===== src/rtl/gpu_cmd_sequencer.sv =====
// Queues atomic box/char draw requests and issues them one at a time to the GPU fill engine,
// waiting for the GPU done flag between requests and aborting hung requests with a watchdog.
module gpu_cmd_sequencer #(
    parameter  int DEPTH   = 4,
    parameter  int TIMEOUT = 131072,
    localparam int AW      = $clog2(DEPTH),
    localparam int CW      = $clog2(DEPTH + 1),
    localparam int WW      = $clog2(TIMEOUT)
) (
    input  logic          i_clk50,
    input  logic          i_reset,
    input  logic          i_reqValid,
    input  logic [44:0]   i_reqData,
    output logic          o_reqReady,
    input  logic          i_flush,
    input  logic          i_errClear,
    input  logic          i_gpuDone,
    output logic [7:0]    o_x,
    output logic [8:0]    o_y,
    output logic [7:0]    o_xMax,
    output logic [8:0]    o_yMax,
    output logic [2:0]    o_color,
    output logic [6:0]    o_char,
    output logic          o_drawBox,
    output logic          o_drawChar,
    output logic          o_busy,
    output logic [CW-1:0] o_count,
    output logic          o_timeoutErr
);

    typedef enum logic [2:0] {
        ST_IDLE   = 3'd0,
        ST_LOAD   = 3'd1,
        ST_STROBE = 3'd2,
        ST_GUARD  = 3'd3,
        ST_WAIT   = 3'd4
    } state_t;

    state_t        r_state;
    logic [44:0]   r_mem [DEPTH];
    logic [AW-1:0] r_wptr;
    logic [AW-1:0] r_rptr;
    logic [CW-1:0] r_count;
    logic [WW-1:0] r_wd;
    logic          r_op;
    logic [7:0]    r_x;
    logic [8:0]    r_y;
    logic [7:0]    r_x_max;
    logic [8:0]    r_y_max;
    logic [2:0]    r_color;
    logic [6:0]    r_char;
    logic          r_draw_box;
    logic          r_draw_char;
    logic          r_timeout_err;

    logic          w_ready;
    logic          w_push;
    logic          w_pop;
    logic          w_timeout;
    logic [44:0]   w_head;

    // Full FIFO refuses a push even while it pops; flush swallows any same-edge push.
    assign w_ready   = (r_count < CW'(DEPTH));
    assign w_push    = i_reqValid & w_ready & ~i_flush;
    assign w_pop     = (r_state == ST_IDLE) & (r_count != {CW{1'b0}}) & i_gpuDone & ~i_flush;
    assign w_timeout = (r_state == ST_WAIT) & ~i_gpuDone & (r_wd == WW'(TIMEOUT - 1));
    assign w_head    = r_mem[r_rptr];

    // Request storage; contents are only meaningful between the pointers, so no reset is needed.
    always_ff @(posedge i_clk50) begin
        if (w_push) begin
            r_mem[r_wptr] <= i_reqData;
        end
    end

    // FIFO pointers and occupancy.
    always_ff @(posedge i_clk50 or negedge i_reset) begin
        if (!i_reset) begin
            r_wptr  <= {AW{1'b0}};
            r_rptr  <= {AW{1'b0}};
            r_count <= {CW{1'b0}};
        end else if (i_flush) begin
            r_wptr  <= {AW{1'b0}};
            r_rptr  <= {AW{1'b0}};
            r_count <= {CW{1'b0}};
        end else begin
            if (w_push) begin
                r_wptr <= r_wptr + AW'(1);
            end
            if (w_pop) begin
                r_rptr <= r_rptr + AW'(1);
            end
            case ({w_push, w_pop})
                2'b10:   r_count <= r_count + CW'(1);
                2'b01:   r_count <= r_count - CW'(1);
                default: r_count <= r_count;
            endcase
        end
    end

    // Issue sequencer: latch operands on pop, strobe once, give the GPU a guard cycle, then wait.
    always_ff @(posedge i_clk50 or negedge i_reset) begin
        if (!i_reset) begin
            r_state     <= ST_IDLE;
            r_wd        <= {WW{1'b0}};
            r_op        <= 1'b0;
            r_x         <= 8'd0;
            r_y         <= 9'd0;
            r_x_max     <= 8'd0;
            r_y_max     <= 9'd0;
            r_color     <= 3'd0;
            r_char      <= 7'd0;
            r_draw_box  <= 1'b0;
            r_draw_char <= 1'b0;
        end else begin
            r_draw_box  <= 1'b0;
            r_draw_char <= 1'b0;
            case (r_state)
                ST_IDLE: begin
                    if (w_pop) begin
                        r_state <= ST_LOAD;
                        r_op    <= w_head[44];
                        r_x     <= w_head[43:36];
                        r_y     <= w_head[35:27];
                        r_x_max <= w_head[26:19];
                        r_y_max <= w_head[18:10];
                        r_color <= w_head[9:7];
                        r_char  <= w_head[6:0];
                    end else begin
                        r_state <= ST_IDLE;
                    end
                end
                ST_LOAD: begin
                    r_state     <= ST_STROBE;
                    r_draw_box  <= ~r_op;
                    r_draw_char <= r_op;
                end
                ST_STROBE: begin
                    r_state <= ST_GUARD;
                end
                ST_GUARD: begin
                    r_state <= ST_WAIT;
                    r_wd    <= {WW{1'b0}};
                end
                ST_WAIT: begin
                    if (i_gpuDone || w_timeout) begin
                        r_state <= ST_IDLE;
                    end else begin
                        r_wd <= r_wd + WW'(1);
                    end
                end
                default: begin
                    r_state <= ST_IDLE;
                end
            endcase
        end
    end

    // Sticky watchdog flag; a fresh timeout wins over a simultaneous clear.
    always_ff @(posedge i_clk50 or negedge i_reset) begin
        if (!i_reset) begin
            r_timeout_err <= 1'b0;
        end else if (w_timeout) begin
            r_timeout_err <= 1'b1;
        end else if (i_errClear) begin
            r_timeout_err <= 1'b0;
        end else begin
            r_timeout_err <= r_timeout_err;
        end
    end

    assign o_reqReady   = w_ready;
    assign o_x          = r_x;
    assign o_y          = r_y;
    assign o_xMax       = r_x_max;
    assign o_yMax       = r_y_max;
    assign o_color      = r_color;
    assign o_char       = r_char;
    assign o_drawBox    = r_draw_box;
    assign o_drawChar   = r_draw_char;
    assign o_busy       = (r_state != ST_IDLE) | (r_count != {CW{1'b0}});
    assign o_count      = r_count;
    assign o_timeoutErr = r_timeout_err;

endmodule


===== config.mk =====
export PLATFORM = sky130hd
export DESIGN_NAME = gpu_cmd_sequencer
export DESIGN_NICKNAME = d
export VERILOG_FILES = /design/src/rtl/gpu_cmd_sequencer.sv
export SDC_FILE = /design/constraint.sdc
export NUM_CORES = 1
export LEC_CHECK = 0
export BUFFER_PORTS_ARGS = -buffer_cell sky130_fd_sc_hd__buf_2
export CAP_MARGIN = 20
export CORE_ASPECT_RATIO = 0.6
export CORE_MARGIN = 3
export CORE_UTILIZATION = 53
export CTS_CLUSTER_DIAMETER = 30
export DETAILED_ROUTE_END_ITERATION = 6
export PLACE_DENSITY = 0.81
export SYNTH_ARGS = -nofsm -noshare
export SYNTH_HDL_FRONTEND = slang
export SYNTH_SLANG_ARGS = --single-unit

===== constraint.sdc =====
create_clock -name i_clk50 -period 2.5 [get_ports i_clk50]
set_clock_uncertainty 0.1 [all_clocks]
set_input_delay 0.125 -clock i_clk50 [delete_from_list [all_inputs] [get_ports i_clk50]]
set_output_delay 0.125 -clock i_clk50 [all_outputs]
set_load 0.02 [all_outputs]

Yosys cells after proc, flatten, opt, wreduce, memory -nomap -nowiden
Memories as Yosys holds them, arrays and structs flattened. A register that Yosys moved wholly into a read port is not among the register bits.
Cells that the tools add are included.
- register bits: 30
- bits in writable memories: 180
- output and inout bits: 52
- logic and storage cells: 64
- memories: 1
- $add $sub $neg: 5
- order comparisons: 1
- equality and inequality tests: 9
- mux-type cells: 17
- bitwise logic cells: 11
- reductions and logical operators: 12
- memory list (memory ; words ; width ; rd ports ; clocked after memory_dff ; write ports ; line ; source):
    r_mem ; 4 ; 45 ; 1 ; 1 ; 1 ; 40 ; logic [44:0] r_mem [DEPTH];
- operators by type and width (cell ; count):
    case mux 17 bit (2 select lines) ; 1
    adder 17 x 1 -> 17 bit (second input constant) ; 1
    equality test 17 bit (second input constant) ; 1
    two-way mux 17 bit ; 1
    case mux 3 bit (5 select lines) ; 1
    nonzero test 3 bit ; 3
    two-way mux 2 bit ; 4
    nonzero test 2 bit ; 4
    bitwise AND 1 bit ; 7
    two-way mux 1 bit ; 7
    equality test 3 x 2 -> 1 bit (second input constant) ; 2
    two-way mux 3 bit ; 2
    case mux 3 bit (2 select lines) ; 1
    adder 2 x 1 -> 2 bit (second input constant) ; 2
    AND reduction 2 bit ; 2
    adder 3 x 1 -> 3 bit (second input constant) ; 1
    equality test 3 x 1 -> 1 bit (second input constant) ; 1
    equality test 3 bit (second input constant) ; 1
    zero test 3 bit ; 1
    less-than comparator 3 bit (second input constant) ; 1
    NOT 1 bit ; 3
    subtractor 3 x 1 -> 3 bit (second input constant) ; 1
    equality test 2 x 1 -> 1 bit (second input constant) ; 1
    equality test 2 bit (second input constant) ; 1
    other kinds (5) ; 5

Logic depth before layout (Yosys ltp)
- depth after elaboration: 7
- gate-level depth with buffers: 9
- depth with buffers taken out: 8

Worst setup path after synthesis
OpenSTA, ideal clock, no wires.
- kind: register to register
- from: register r_count[2], in the netlist o_count[2]
- to: register r_count[2], in the netlist o_count[2]
- library setup time: 88 ps
- data arrival time: 2354 ps
- path slack: -42 ps
- cell stages (with the launch flop): 8
- path buffers: 1
- clock period less this slack: 2542 ps
- cells stage by stage: dfrtp_1 -> or3_1 -> nand3_1 -> buf_2 -> nor3_1 -> fa_1 -> or4_1 -> a41oi_1
- longest elaborated chain between the ends: 7
- elaborated cells between the ends (all ways): 14
- classes of those cells: add/sub: 2; order compare: 1; eq/ne: 2; mux: 2; bitwise: 5; reduce/logical: 2
- ends and longest elaborated chain (item ; line ; source):
    start, declared ; 43 ; logic [CW-1:0] r_count;
    start signal, assigned ; 81 ; r_count <= {CW{1'b0}};
    start signal, assigned ; 85 ; r_count <= {CW{1'b0}};
    start signal, assigned ; 94 ; 2'b10: r_count <= r_count + CW'(1);
    parallel branches: the longest is 7 deep, another holds less-than comparator 3 bit ; n/a ;
Parallel ways; which one is timed is not known.
A chain may end at the register's enable or synchronous reset.

Worst setup path in the final report
- from: register r_wd[4]
- to: register r_wd[12]
- longest elaborated chain between the ends: 5
- elaborated cells between the ends (all ways): 8
- classes of those cells: add/sub: 1; eq/ne: 2; mux: 2; bitwise: 1; reduce/logical: 2
- ends and longest elaborated chain (item ; line ; source):
    start, declared ; 44 ; logic [WW-1:0] r_wd;
    start signal, assigned ; 105 ; r_wd <= {WW{1'b0}};
    start signal, assigned ; 143 ; r_wd <= {WW{1'b0}};
    start signal, assigned ; 149 ; r_wd <= r_wd + WW'(1);
    parallel branches: the longest is 5 deep, another holds adder 17 x 1 -> 17 bit ; n/a ;
Parallel ways; which one is timed is not known. The select of a mux whose other input is x is not followed.

==> key figures <==
Outcome
  • Outcome: finished clean

Route
  • DR WL/cell: 21.42 um
  • ANT nets after route: 0
  • Routed wire length: 20.39 mm
  • Vias: 5,437
  • DRC viols: 0
  • Vias per inst: 5.711
  • Drt first pass iters: 4
  • DRT iter0 DRCs: 482

Power
  • Total Power: 12.86 mW
  • Worst ir drop on vdd: 573.8 uV
  • PD cells: 1031 nW/um^2
  • Leakage: 4.674 nW

Global route
  • Most used routing layer: met2
  • Met3 Resource Use GR: 4.407%
  • Largest net degree at the start of global routing: 46
  • Global-route congestion overflow total: 0
  • Initial antenna violation count: 2
  • First-pass GRT wire length: 32.57 mm
  • M1 GR Usage: 31.10%
  • GRT Util Overall: 20.75%
  • Vias in the first global route: 5,775
  • GRT met2 Usage: 32.17%

Placement
  • Placer Congestion: 0.8281
  • PortBufs: 102
  • Post-DP HPWL: 12.43 mm

Timing
  • Worst-margin pin slew: 721.9 ps
  • Setup TNS: 0 ps
  • Relative slew slack: 51.87%
  • Achievable Freq: 414.7 MHz
  • Final min period: 2411 ps
  • Fin. Hold Viols: 0
  • Slew Viols, Final: 0
  • Final Cycle Share: 96.46%
  • Final setup viols: 0
  • Hold_ws: 56.60 ps
  • RSZ-0062 raised after global routing: false

Logic synthesis
  • Post-Syn Nets: 558
  • Post-synth top flop: edfxtp_1
  • Synthesis-stage register bit count: 255
  • Post-Syn Area: 9803 um^2
  • Synthesized instance count: 500
  • Sequential area share after synthesis: 74.28%
  • Yosys cell types: 46
  • Mapped Avg Cell Area: 19.61 um^2
  • Syn. warnings: 0
  • EDFF count, synth: 180
  • Ys async rst share: 29.41%

Critical path
  • Reg-to-Reg Start: r_wd[4]$_DFFE_PN0P_
  • Setup Crit Path Kind: flip-flop to flip-flop
  • Crit path top cell by count: and3_1
  • Largest fanout on the critical path: 5
  • Critical Path AT: 2730 ps
  • Worst path slowest cell: or4_1
  • CP required: 2820 ps
  • Crit. Startpoint: r_wd[4]$_DFFE_PN0P_
  • Slowest stage delay, CP: 490 ps
  • Worst setup EP type: flip-flop
  • Startpoint types: flip-flop
  • Crit-path cells: and4_2 > and3_1 > and3_1 > ha_2 > and3b_2 > nand3_2 > or4_1 > nand2_1

Floorplan
  • # IOs: 103
  • Die height: 111.3 um
  • Core Box Area: 17,640 um^2
  • Die area: 20,220 um^2
  • Row count: 37
  • Initial Utilization: 55.58%
  • Die width: 181.6 um

Final layout
  • Share of cells above drive strength 1: 40.36%
  • Area Overhead vs Synth: 27.28%
  • Register Area: 7289 um^2
  • FILL cells: 1,073
  • Nets: 749
  • Multi-input logic area: 2414 um^2

Clocking
  • # H-tree levels: 2
  • # clock sinks: 255
  • Clock Latency Late Sink: 490 ps
  • Worst-path clk slew: 50 ps
  • CTS tree: yes
  • Clock Root Buffer: clkbuf_16
  • TritonCTS Buffers: 34
  • CTS max path bufs: 3

Job
  • Max cap viols: 0

Min path
  • Worst Min Path Start: i_gpuDone
  • HP Class: input port to flip-flop
==> metrics by stage <==
stage                     area (um^2)  util (%)  cells  setup slack (ps)
after floorplan                  9808         -    500             24.04
after global placement          10800     61.24    837             134.5
after detailed placement        10800     61.24    837             72.00
after CTS                       12440     70.53    949             44.09
after global routing            12480     70.74    952             10.74
final                           12480     70.74    952             88.60
==> synthesized netlist by cell type (5+ instances only) <==
master	n	area, um^2
dfrtp_1	75	1877
edfxtp_1	180	5405
xor2_1	5	43.79
mux4_2	45	1013
mux2_2	45	506.7
o211ai_1	6	45.04
ha_1	6	75.07
a21oi_1	5	25.02
nand2_1	22	82.58
nor2_1	11	41.29
nand4_1	5	31.28
nand3_1	11	55.05
inv_1	8	30.03
and3_1	5	31.28
buf_2	6	30.03
clkbuf_1	7	26.28
or4_1	9	67.56
==> area by class of cell <==
type	count	share of cell area [%]
timing repair buffer	174	10.57
sequential	255	58.42
antenna	2	0.04011
inverter	8	0.2407
tap	234	2.347
clock inverter	23	1.845
multi-input combinational	218	19.34
clock buffer	38	7.190
==> power by group <==
group	internal (mW)	switching (mW)	total, mW
Sequential	5.11	0.389	5.50
Combinational	1.24	1.40	2.65
Clock	2.93	1.78	4.71
Total	9.29	3.57	12.9
==> worst max-delay path, delay by kind of cell, from the launching register on <==
family                   cells  cell delay [ps]
adder cells (fa/ha/maj)      1              200
AND/OR/NAND/NOR              7             1610
flip-flops                   1              420
==> repair_timing <==
| item | 4_1_cts | 5_1_grt |
|---|---|---|
| setup buffers | 0 | 1 |
| gates resized for setup | 0 | 9 |
| setup endpoints to repair | 0 | 6 |
| hold buffers | 51 | 0 |
| endpoints found under the hold margin | 232 | 0 |
==> cell families after synthesis <==
kind of cell,after synthesis,share of synthesized area (%)
xor+xnor,9,0.9445
flops,255,74.28
mux,91,15.61
compound gates,21,1.429
simple gates,90,5.310
buf+inv,27,1.455
fa+ha+maj,7,0.9700
==> metal layers <==
| metal | up-vias | wire length [um] |
|---|---|---|
| met5 | - | 0 |
| met1 | 2824 | 9132 |
| li1 | 2388 | - |
| met3 | 32 | 1250 |
| met4 | 0 | 299 |
| met2 | 193 | 9711 |
==> registers in the layout (all words and copies together), names as in the netlist <==
name          flops
o_yMax            9
o_timeoutErr      1
r_op              1
r_mem           180
o_x               8
r_wd             17
r_wptr            2
o_count           3
o_char            7
o_color           3
o_y               9
o_drawBox         1
r_state           3
r_rptr            2
o_xMax            8
o_drawChar        1
==> placed cells by master, fill, tap and decap left out, drive strengths merged, types with 9 or more instances in the layout <==
master / count
buf: 123
clkbuf: 38
clkinv: 11
dfrtp: 75
dlygate4sd3: 51
edfxtp: 180
inv: 13
mux2: 45
mux4: 45
nand2: 22
nand3: 11
nor2: 12
or4: 9
==> final timing paths <==
kind | to | slack (ps) | depth (start not counted)
worst max-delay path | r_wd[12]$_DFFE_PN0P_ | 90 | 8
worst min-delay path | r_wd[2]$_DFFE_PN0P_ | 60 | 5
max in group asynchronous | r_wd[13]$_DFFE_PN0P_ | 1530 | 3
min in group asynchronous | o_xMax[7]$_DFFE_PN0P_ | 150 | 2
worst max register to register | r_wd[12]$_DFFE_PN0P_ | 90 | 8
worst min register to register | o_drawBox$_DFF_PN0_ | 350 | 1
No activity file was read; power rests on OpenSTA's default activity.
